## config.mk

```make
export PLATFORM = sky130hd
export DESIGN_NAME = filter_frame_sched_flat
export DESIGN_NICKNAME = d
export VERILOG_FILES = /design/src/rtl/filter_frame_sched_if.sv /design/src/rtl/filter_frame_sched.sv /design/src/flat_wrapper.sv
export SDC_FILE = /design/constraint.sdc
export NUM_CORES = 1
export LEC_CHECK = 0
export CAP_MARGIN = 0
export CORE_UTILIZATION = 52
export CTS_CLUSTER_SIZE = 20
export DETAILED_ROUTE_END_ITERATION = 16
export PLACE_DENSITY_LB_ADDON = 0.2
export SLEW_MARGIN = 20
export SYNTH_ARGS = -nofsm -noshare
export SYNTH_HDL_FRONTEND = slang
export SYNTH_SLANG_ARGS = --single-unit
export TNS_END_PERCENT = 1
```

## constraint.sdc

```tcl
create_clock -name clock -period 3.9 [get_ports clock]
set_clock_uncertainty 0.1 [all_clocks]
set_input_delay 0.39 -clock clock [delete_from_list [all_inputs] [get_ports clock]]
set_output_delay 0.39 -clock clock [all_outputs]
set_load 0.03 [all_outputs]
```

## src/rtl/filter_frame_sched_if.sv

```systemverilog
// rtl/filter_frame_sched_if.sv - channel FIFO, engine FIFO and status signals of filter_frame_sched
interface filter_frame_sched_if #(
  parameter int DWIDTH_IN  = 8,
  parameter int DWIDTH_OUT = 8
);
  logic                  ch0_rd_en;
  logic [DWIDTH_IN-1:0]  ch0_dout;
  logic                  ch0_empty;
  logic                  ch1_rd_en;
  logic [DWIDTH_IN-1:0]  ch1_dout;
  logic                  ch1_empty;
  logic                  ch0_wr_en;
  logic [DWIDTH_OUT-1:0] ch0_din;
  logic                  ch0_full;
  logic                  ch1_wr_en;
  logic [DWIDTH_OUT-1:0] ch1_din;
  logic                  ch1_full;
  logic                  eng_rd_en;
  logic [DWIDTH_IN-1:0]  eng_dout;
  logic                  eng_empty;
  logic                  eng_wr_en;
  logic [DWIDTH_OUT-1:0] eng_din;
  logic                  eng_full;
  logic                  busy;
  logic                  active_ch;
  logic                  frame_done;
  logic                  err;

  modport master (
    output ch0_rd_en, input ch0_dout, input ch0_empty,
    output ch1_rd_en, input ch1_dout, input ch1_empty,
    output ch0_wr_en, output ch0_din, input ch0_full,
    output ch1_wr_en, output ch1_din, input ch1_full,
    input eng_rd_en, output eng_dout, output eng_empty,
    input eng_wr_en, input eng_din, output eng_full,
    output busy, output active_ch, output frame_done, output err
  );

  modport slave (
    input ch0_rd_en, output ch0_dout, output ch0_empty,
    input ch1_rd_en, output ch1_dout, output ch1_empty,
    input ch0_wr_en, input ch0_din, output ch0_full,
    input ch1_wr_en, input ch1_din, output ch1_full,
    output eng_rd_en, input eng_dout, input eng_empty,
    output eng_wr_en, output eng_din, input eng_full,
    input busy, input active_ch, input frame_done, input err
  );
endinterface

```

## src/rtl/filter_frame_sched.sv

```systemverilog
// rtl/filter_frame_sched.sv - frame-granular round-robin sharing of one filter engine between two pixel channels
// Optional drain watchdog enabled by defining FILTER_FRAME_SCHED_TIMEOUT_EN.
module filter_frame_sched #(
  parameter int DWIDTH_IN      = 8,
  parameter int DWIDTH_OUT     = 8,
  parameter int IMG_WIDTH      = 720,
  parameter int IMG_HEIGHT     = 540,
  parameter int CNT_WIDTH      = 20,
  parameter int TIMEOUT_CYCLES = 65535
) (
  input  logic                 clock,
  input  logic                 reset,
  filter_frame_sched_if.master bus
);

  localparam logic [CNT_WIDTH-1:0] FRAME_PIXELS = CNT_WIDTH'(IMG_WIDTH * IMG_HEIGHT);
  localparam logic [CNT_WIDTH-1:0] LAST_PIXEL   = FRAME_PIXELS - CNT_WIDTH'(1);

  typedef enum logic [1:0] {IDLE, LOAD, DRAIN} state_t;

  state_t               r_state, w_state_nxt;
  logic                 r_active_ch, w_active_ch_nxt;
  logic                 r_rr_ptr, w_rr_ptr_nxt;
  logic [CNT_WIDTH-1:0] r_in_cnt, w_in_cnt_nxt;
  logic [CNT_WIDTH-1:0] r_out_cnt, w_out_cnt_nxt;
  logic                 r_frame_done, w_frame_done_nxt;
  logic                 r_err, w_err_nxt;

  logic                 w_sel_empty, w_sel_full;
  logic [DWIDTH_IN-1:0] w_sel_dout;
  logic                 w_eng_empty, w_eng_full;
  logic                 w_pop, w_wr, w_route_out;

`ifdef FILTER_FRAME_SCHED_TIMEOUT_EN
  localparam int WD_W = $clog2(TIMEOUT_CYCLES + 1);
  logic [WD_W-1:0] r_wdog, w_wdog_nxt;
  logic            w_wdog_fire;
`else
  logic            w_unused_cfg;
  assign w_unused_cfg = (TIMEOUT_CYCLES != 0);
`endif

  // Zero-latency muxing between the granted channel and the engine
  always_comb begin
    w_sel_empty = r_active_ch ? bus.ch1_empty : bus.ch0_empty;
    w_sel_full  = r_active_ch ? bus.ch1_full  : bus.ch0_full;
    w_sel_dout  = r_active_ch ? bus.ch1_dout  : bus.ch0_dout;
    w_eng_empty = (r_state == LOAD) ? w_sel_empty : 1'b1;
    w_eng_full  = (r_state == IDLE) ? 1'b1 : w_sel_full;
    w_pop       = (r_state == LOAD) && bus.eng_rd_en && !w_eng_empty;
    w_route_out = (r_state != IDLE);
    w_wr        = w_route_out && bus.eng_wr_en;
  end

  assign bus.ch0_rd_en  = w_pop && !r_active_ch;
  assign bus.ch1_rd_en  = w_pop && r_active_ch;
  assign bus.eng_dout   = w_sel_dout;
  assign bus.eng_empty  = w_eng_empty;
  assign bus.eng_full   = w_eng_full;
  assign bus.ch0_wr_en  = w_wr && !r_active_ch;
  assign bus.ch1_wr_en  = w_wr && r_active_ch;
  assign bus.ch0_din    = (w_route_out && !r_active_ch) ? bus.eng_din : {DWIDTH_OUT{1'b0}};
  assign bus.ch1_din    = (w_route_out && r_active_ch) ? bus.eng_din : {DWIDTH_OUT{1'b0}};
  assign bus.busy       = (r_state != IDLE);
  assign bus.active_ch  = r_active_ch;
  assign bus.frame_done = r_frame_done;
  assign bus.err        = r_err;

  always_comb begin
    w_state_nxt      = r_state;
    w_active_ch_nxt  = r_active_ch;
    w_rr_ptr_nxt     = r_rr_ptr;
    w_in_cnt_nxt     = r_in_cnt;
    w_out_cnt_nxt    = r_out_cnt;
    w_frame_done_nxt = 1'b0;
    w_err_nxt        = r_err;
`ifdef FILTER_FRAME_SCHED_TIMEOUT_EN
    w_wdog_fire = (r_state == DRAIN) && !w_eng_full && !bus.eng_wr_en &&
                  (r_wdog == WD_W'(TIMEOUT_CYCLES - 1));
`endif

    case (r_state)
      IDLE: begin
        if (!bus.ch0_empty || !bus.ch1_empty) begin
          // With only one requester the winner is whichever is non-empty
          w_active_ch_nxt = (!bus.ch0_empty && !bus.ch1_empty) ? r_rr_ptr : bus.ch0_empty;
          w_in_cnt_nxt    = '0;
          w_out_cnt_nxt   = '0;
          w_state_nxt     = LOAD;
        end
      end
      LOAD: begin
        if (w_pop) begin
          w_in_cnt_nxt = r_in_cnt + CNT_WIDTH'(1);
          if (r_in_cnt == LAST_PIXEL) w_state_nxt = DRAIN;
        end
      end
      default: ;
    endcase

    // Frame completion wins over the LOAD->DRAIN move when both land together
    if (w_wr) begin
      w_out_cnt_nxt = r_out_cnt + CNT_WIDTH'(1);
      if (r_out_cnt == LAST_PIXEL) begin
        w_frame_done_nxt = 1'b1;
        w_rr_ptr_nxt     = ~r_active_ch;
        w_state_nxt      = IDLE;
      end
    end

    if (bus.eng_wr_en && ((r_state == IDLE) || w_eng_full)) w_err_nxt = 1'b1;
    if (w_wr && ({1'b0, r_out_cnt} >= ({1'b0, r_in_cnt} + {{CNT_WIDTH{1'b0}}, w_pop})))
      w_err_nxt = 1'b1;

`ifdef FILTER_FRAME_SCHED_TIMEOUT_EN
    if (w_wdog_fire) begin
      w_err_nxt    = 1'b1;
      w_rr_ptr_nxt = ~r_active_ch;
      w_state_nxt  = IDLE;
    end
    w_wdog_nxt = r_wdog;
    if (bus.eng_wr_en || (w_state_nxt != r_state)) w_wdog_nxt = '0;
    else if ((r_state == DRAIN) && !w_eng_full) w_wdog_nxt = r_wdog + WD_W'(1);
`endif
  end

  always_ff @(posedge clock) begin
    if (reset) begin
      r_state      <= IDLE;
      r_active_ch  <= 1'b0;
      r_rr_ptr     <= 1'b0;
      r_in_cnt     <= '0;
      r_out_cnt    <= '0;
      r_frame_done <= 1'b0;
      r_err        <= 1'b0;
    end else begin
      r_state      <= w_state_nxt;
      r_active_ch  <= w_active_ch_nxt;
      r_rr_ptr     <= w_rr_ptr_nxt;
      r_in_cnt     <= w_in_cnt_nxt;
      r_out_cnt    <= w_out_cnt_nxt;
      r_frame_done <= w_frame_done_nxt;
      r_err        <= w_err_nxt;
    end
  end

`ifdef FILTER_FRAME_SCHED_TIMEOUT_EN
  always_ff @(posedge clock) begin
    if (reset) r_wdog <= '0;
    else       r_wdog <= w_wdog_nxt;
  end
`endif

endmodule

```

## src/flat_wrapper.sv

```systemverilog
// flat-port wrapper written by rule: the top's interface ports become plain ports
module filter_frame_sched_flat 
#(
  parameter int DWIDTH_IN      = 8,
  parameter int DWIDTH_OUT     = 8,
  parameter int IMG_WIDTH      = 720,
  parameter int IMG_HEIGHT     = 540,
  parameter int CNT_WIDTH      = 20,
  parameter int TIMEOUT_CYCLES = 65535
)
  (clock, reset, bus_ch0_rd_en, bus_ch0_dout, bus_ch0_empty, bus_ch1_rd_en, bus_ch1_dout, bus_ch1_empty, bus_ch0_wr_en, bus_ch0_din, bus_ch0_full, bus_ch1_wr_en, bus_ch1_din, bus_ch1_full, bus_eng_rd_en, bus_eng_dout, bus_eng_empty, bus_eng_wr_en, bus_eng_din, bus_eng_full, bus_busy, bus_active_ch, bus_frame_done, bus_err);
  filter_frame_sched_if #(.DWIDTH_IN(DWIDTH_IN), .DWIDTH_OUT(DWIDTH_OUT)) bus_i ();
  input  logic clock;
  input  logic reset;
  output wire logic [$bits(bus_i.ch0_rd_en)-1:0] bus_ch0_rd_en;
  input wire logic [$bits(bus_i.ch0_dout)-1:0] bus_ch0_dout;
  input wire logic [$bits(bus_i.ch0_empty)-1:0] bus_ch0_empty;
  output wire logic [$bits(bus_i.ch1_rd_en)-1:0] bus_ch1_rd_en;
  input wire logic [$bits(bus_i.ch1_dout)-1:0] bus_ch1_dout;
  input wire logic [$bits(bus_i.ch1_empty)-1:0] bus_ch1_empty;
  output wire logic [$bits(bus_i.ch0_wr_en)-1:0] bus_ch0_wr_en;
  output wire logic [$bits(bus_i.ch0_din)-1:0] bus_ch0_din;
  input wire logic [$bits(bus_i.ch0_full)-1:0] bus_ch0_full;
  output wire logic [$bits(bus_i.ch1_wr_en)-1:0] bus_ch1_wr_en;
  output wire logic [$bits(bus_i.ch1_din)-1:0] bus_ch1_din;
  input wire logic [$bits(bus_i.ch1_full)-1:0] bus_ch1_full;
  input wire logic [$bits(bus_i.eng_rd_en)-1:0] bus_eng_rd_en;
  output wire logic [$bits(bus_i.eng_dout)-1:0] bus_eng_dout;
  output wire logic [$bits(bus_i.eng_empty)-1:0] bus_eng_empty;
  input wire logic [$bits(bus_i.eng_wr_en)-1:0] bus_eng_wr_en;
  input wire logic [$bits(bus_i.eng_din)-1:0] bus_eng_din;
  output wire logic [$bits(bus_i.eng_full)-1:0] bus_eng_full;
  output wire logic [$bits(bus_i.busy)-1:0] bus_busy;
  output wire logic [$bits(bus_i.active_ch)-1:0] bus_active_ch;
  output wire logic [$bits(bus_i.frame_done)-1:0] bus_frame_done;
  output wire logic [$bits(bus_i.err)-1:0] bus_err;
  assign bus_ch0_rd_en = bus_i.ch0_rd_en;
  assign bus_i.ch0_dout = bus_ch0_dout;
  assign bus_i.ch0_empty = bus_ch0_empty;
  assign bus_ch1_rd_en = bus_i.ch1_rd_en;
  assign bus_i.ch1_dout = bus_ch1_dout;
  assign bus_i.ch1_empty = bus_ch1_empty;
  assign bus_ch0_wr_en = bus_i.ch0_wr_en;
  assign bus_ch0_din = bus_i.ch0_din;
  assign bus_i.ch0_full = bus_ch0_full;
  assign bus_ch1_wr_en = bus_i.ch1_wr_en;
  assign bus_ch1_din = bus_i.ch1_din;
  assign bus_i.ch1_full = bus_ch1_full;
  assign bus_i.eng_rd_en = bus_eng_rd_en;
  assign bus_eng_dout = bus_i.eng_dout;
  assign bus_eng_empty = bus_i.eng_empty;
  assign bus_i.eng_wr_en = bus_eng_wr_en;
  assign bus_i.eng_din = bus_eng_din;
  assign bus_eng_full = bus_i.eng_full;
  assign bus_busy = bus_i.busy;
  assign bus_active_ch = bus_i.active_ch;
  assign bus_frame_done = bus_i.frame_done;
  assign bus_err = bus_i.err;
  filter_frame_sched #(.DWIDTH_IN(DWIDTH_IN), .DWIDTH_OUT(DWIDTH_OUT), .IMG_WIDTH(IMG_WIDTH), .IMG_HEIGHT(IMG_HEIGHT), .CNT_WIDTH(CNT_WIDTH), .TIMEOUT_CYCLES(TIMEOUT_CYCLES)) u_core (.clock(clock), .reset(reset), .bus(bus_i));
endmodule
```

# Word level (Yosys, flattened, before mapping)
# Index checks and enable logic that the tools add are counted.
# Widths: inputs -> output; s select.
# word_totals
ff_bits,46
input_bits,32
out_inout_bits,34
# op_classes
n_addsub,3
magnitude_cmp,1
eq_ne,5
mux,22
n_bitwise,2
reduce_logical,29
# ops
op,n
$mux 20,4
$add 20x1->20 const B,2
$eq 20x19->1 const B,2
$pmux 20 s2,1
$mux 8,3
$add 20x1->21,1
$ge 20x21->1,1
$logic_and 1x1->1,12
$mux 2,5
$reduce_bool 2->1,5
$mux 1,8
$reduce_and 2->1,3
$logic_not 1->1,4
$ne 2x1->1 const B,2
$pmux 2 s2,1
$reduce_and 3->1,1
$eq 2x1->1 const B,1
$logic_not 2->1,1
$logic_or 1x1->1,2
$not 1->1,2
$reduce_or 2->1,1

# Logic depth before layout (Yosys ltp)
# depth
depth_word,8
depth_mapped,14
mapped_depth_nobuf,13

# Worst setup path before layout
# Ideal clock, no wire load.
# synth_timing
kind,register to register
start,reg u_core.r_active_ch (netlist: u_core.bus.active_ch)
end,reg u_core.r_err (netlist: u_core.bus.err)
setup_time_ns,0.070
arrival_time_ns,3.439
slack_ns,0.291
path_stages_with_launch,14
path_buffers,1
period_less_slack_ns,3.609
cell_sequence,dfxtp_1 > buf_2 > mux2i_1 > and4_1 > ha_1 > nand3_1 > or2b_1 > nor3_1 > xnor2_1 > ha_1 > nand4_1 > or4_1 > o311a_1 > a21oi_1
# synth_via
elab_chain_cells,8
word_cells_on_any_way,13
classes_between,1 x add/sub; 1 x order compare; 5 x mux; 6 x reduce/logical
# synth_rtl
element,line_no,text
start: declaration,filter_frame_sched.sv:22,"logic r_active_ch, w_active_ch_nxt;"
start signal: assignment,filter_frame_sched.sv:138,r_active_ch <= w_active_ch_nxt;
$mux 1,filter_frame_sched.sv:45,w_sel_empty = r_active_ch ? bus.ch1_empty : bus.ch0_empty;
$mux 1,filter_frame_sched.sv:48,w_eng_empty = (r_state == LOAD) ? w_sel_empty : 1'b1;
$logic_not 1->1,filter_frame_sched.sv:50,w_pop = (r_state == LOAD) && bus.eng_rd_en && !w_eng_empty;
$logic_and 1x1->1,filter_frame_sched.sv:50,
$add 20x1->21,filter_frame_sched.sv:112,"if (w_wr && ({1'b0, r_out_cnt} >= ({1'b0, r_in_cnt} + {{CNT_WIDTH{1'b0}}, w_pop})))"
$ge 20x21->1,filter_frame_sched.sv:112,
$logic_and 1x1->1,filter_frame_sched.sv:112,
$mux 1 / $reduce_bool 2->1 (equally long branches),--,
end signal: assignment,filter_frame_sched.sv:143,r_err <= w_err_nxt;
end: declaration,filter_frame_sched.sv:27,"logic r_err, w_err_nxt;"
# Several ways; a longest one is shown, not always the timed one.
# A chain may end at the register's enable or synchronous reset.

# Final worst setup path
# layout_timing
start,in bus_ch1_empty
end,reg u_core.r_err (netlist: u_core.bus.err)
# layout_via
elab_chain_cells,8
word_cells_on_any_way,9
classes_between,1 x add/sub; 1 x order compare; 3 x mux; 4 x reduce/logical
# layout_rtl
element,line_no,text
start: declaration,flat_wrapper.sv:20,input wire logic [$bits(bus_i.ch1_empty)-1:0] bus_ch1_empty;
$mux 1 (*),filter_frame_sched.sv:45,
$mux 1 (*),filter_frame_sched.sv:48,
$logic_not 1->1 (*),filter_frame_sched.sv:50,
$logic_and 1x1->1 (*),filter_frame_sched.sv:50,
$add 20x1->21 (*),filter_frame_sched.sv:112,
$ge 20x21->1 (*),filter_frame_sched.sv:112,
$logic_and 1x1->1 (*),filter_frame_sched.sv:112,
$mux 1 / $reduce_bool 2->1 (equally long branches),--,
# Every way passes the cells marked *; elsewhere a longest branch is shown, timed or not.

==> results.txt <==
run status: completed
largest fanout on the critical path: 3
Flop pwr share: 49.7%
Final period util: 89.10%
Die Ht: 82 um
final net count: 534
Cell Area, Synth: 0.003328 mm2
hpwl dp: 7077 um
maximum VDD drop: 0.2305 mV
worst r2r path cells: 13
drt drc: 0
diode count: 0
Tot GR Track Use: 27.26%
Port Buffer Count: 65
Yosys Warn Count: 0
met1 GRT Util: 36.79%
Vias per Instance: 5.966
largest family of logic cells by synthesized area: simple AND/OR/NAND/NOR gates
via count: 3,299
total power: 965.1 uW
Routed WL: 9071 um
Static Leak: 1.456 nW
Initial Util: 54.91%
Fin Setup TNS: 0 ns
Top Ports: 66
sw frac: 28.76%
Routed wire per std cell: 16.40 um
CTS resizes: 0
Tmin final: 3.475 ns
Synth Area in Simple Gates: 28.87%
CTS Hold Bufs: 0
# rows: 28
clock root cell: clkbuf_8
fmax: 0.2878 GHz
total die area: 0.006724 mm2
# fillers: 517
adder-cell share of the synthesized area: 9.023%
slack of the worst reg-to-reg path: 0.46 ns
hold path depth: 2
share of cells above drive strength 1: 7.741%
clk slew on worst S/H paths: 0.09 ns
XOR/XNOR Fraction of Synth Area: 6.316%
worst hold path type: reg2reg
Synth Flop Type: dfxtp_1
routability congestion estimate: 0.9352
Hold Path Origin: u_core.r_rr_ptr
CTS buffer count: 5
post-synth net total: 476
Clock Sinks: 46
Clock Tree Buf Depth: 2
synth unique cells: 57
Worst Hold Endpoint: u_core.r_rr_ptr
R2R Path End: u_core.bus.err
critical path class: in2reg
Seq cells post-synth: 46
pin count of the biggest net entering global routing: 27
asr flop ratio synth: 0%
Fin. Hold Viols: 0
setup bufs post-CTS: 0
CTS tree: done
Initial DRC Count: 161
unrepaired setup endpoints after global routing: false
Max Cap Viol: 0
grt total ovfl: 0
mux share of post-synthesis cell area: 4.248%
Worst Tran Pin Value: 0.8331 ns
H-tree Lvls: 2
Critical Path End Type: flop
Clk network pwr share: 29.1%
type of origin of the critical path: primary input
worst path arrival time: 3.62 ns
slew margin rel.: 44.09%
Critical R2R Launch: u_core.r_state[1]
synthesized area per cell: 7.924 um2
vias in the first global route: 2,977
first-pass GRT wire length: 13,990 um
Inst Count DP: 546
Compound-Gate Fraction of Synth Area: 18.76%
Comb pwr share: 21.2%
Post-synth EDFFs: 0
antenna violation net count after detailed routing: 0
Power Internal: 687.6 uW
commonest non-fill, non-tap cell in the layout: clkdlybuf4s50_1
initial antenna violation count: 0
M2 GR Usage: 41.74%
Area Growth Syn to Fin: 22.59%
register area share after synthesis: 27.67%
Worst EP required: 4.05 ns
Power Dens Cells: 236.5 mW/mm2
GRT Max-Usage Layer: met2
synthesized instance count: 420
most frequent cells in the layout: clkdlybuf4s50_1 (65), dfxtp_1 (46), nor2_1 (40), a21oi_1 (39), nand2_1 (33)
Setup-failing EPs final: 0
Skew-Pair Late Insertion Delay: 0.31 ns
Core Region: 0.006061 mm2
met3 GRT Util: 5.333%
Slew Viols, Final: 0
TritonRoute pass-1 iters: 7
Worst Setup SP: bus_ch1_empty
non-filler instance count after layout: 553
die width: 82 um
sw power: 277.6 uW
[registers in the layout, indices dropped and copies added, names as in the netlist]
signal / flops
u_core.r_in_cnt: 20
u_core.r_out_cnt: 20
u_core.r_state: 2
u_core.bus.active_ch: 1
u_core.bus.err: 1
u_core.bus.frame_done: 1
u_core.r_rr_ptr: 1
[critical path, stage by stage]
cell	delay, ns
clkdlybuf4s50_1	0.42
mux2i_1	0.19
and4_1	0.25
ha_1	0.19
ha_1	0.18
nand2_1	0.06
nor4_1	0.27
nand2_1	0.11
xor2_1	0.16
ha_1	0.31
nand4_1	0.14
or4_1	0.54
o311a_1	0.29
a21oi_1	0.13
[synth_stat cells (9+ instances only)]
| library cell | instances | area (um2) |
|---|---|---|
| dfxtp_1 | 46 | 920.9 |
| xnor2_1 | 13 | 113.9 |
| nand3_1 | 22 | 110.1 |
| xor2_1 | 11 | 96.34 |
| clkbuf_1 | 11 | 41.29 |
| ha_1 | 24 | 300.3 |
| nor2_1 | 40 | 150.1 |
| nor3_1 | 10 | 50.05 |
| nand2_1 | 33 | 123.9 |
| or3_1 | 14 | 87.58 |
| o21ai_0 | 15 | 75.07 |
| inv_1 | 12 | 45.04 |
| o211ai_1 | 11 | 82.58 |
| mux2_2 | 9 | 101.4 |
| a21oi_1 | 39 | 195.2 |
| nand4_1 | 11 | 68.82 |
| and3_1 | 21 | 131.4 |
[layout make-up]
| type | instances | area [um2] | share of cell area [%] |
|---|---|---|---|
| clock buffers | 7 | 76.32 | 1.871 |
| inverters | 13 | 48.80 | 1.196 |
| multi-input cells | 340 | 2237 | 54.83 |
| flip-flops and latches | 46 | 920.9 | 22.57 |
| well taps | 75 | 93.84 | 2.300 |
| repair buffers | 72 | 703.2 | 17.23 |
[layer usage]
metal	part of all wire (%)	routed length, um
met4	2.9	267
met2	46	4148
met5	0	0
met3	4.6	415
met1	47	4239
[logic make-up (layout without fill, tap and decap cells)]
logic type,after synthesis,count (layout)
AOI/OAI and AO/OA,97,97
xor gates and xnor gates,24,24
DFF,46,46
and+or+nand+nor,182,182
buffers and inverters,34,92
adders and majority gates,24,24
muxes,13,13
[power by group through the flow]
| stage | sequential, mW | combinational, mW | clock (mW) |
|---|---|---|---|
| global route | 0.480 | 0.218 | 0.311 |
| finish | 0.479 | 0.205 | 0.281 |
| CTS | 0.479 | 0.205 | 0.285 |
| floorplan | 0.491 | 0.111 | 0 |
| global placement | 0.490 | 0.201 | 0 |
| detailed placement | 0.490 | 0.203 | 0 |
[how the worst max path moves through the flow]
stage / endpoint / cells after the start
final: u_core.bus.err / 14
after global routing: u_core.bus.err / 13
after CTS: u_core.bus.err / 14
after detailed placement: u_core.bus.err / 14
after global placement: u_core.bus.err / 13
after floorplan: u_core.bus.err / 13
[metrics by stage]
stage | area [um2] | utilization (%) | hold WS, ns | worst slack [ns]
finish | 4080 | 67.32 | 0.4331 | 0.4249
global route | 4080 | 67.32 | 0.4702 | 0.1786
CTS | 4080 | 67.32 | 0.4339 | 0.4446
detailed placement | 4004 | 66.06 | 0.4140 | 0.1254
global placement | 4004 | 66.06 | 0.3885 | 0.2388
floorplan | 3328 | - | 0.3646 | 0.2912
(Power assumes the default switching activity.)
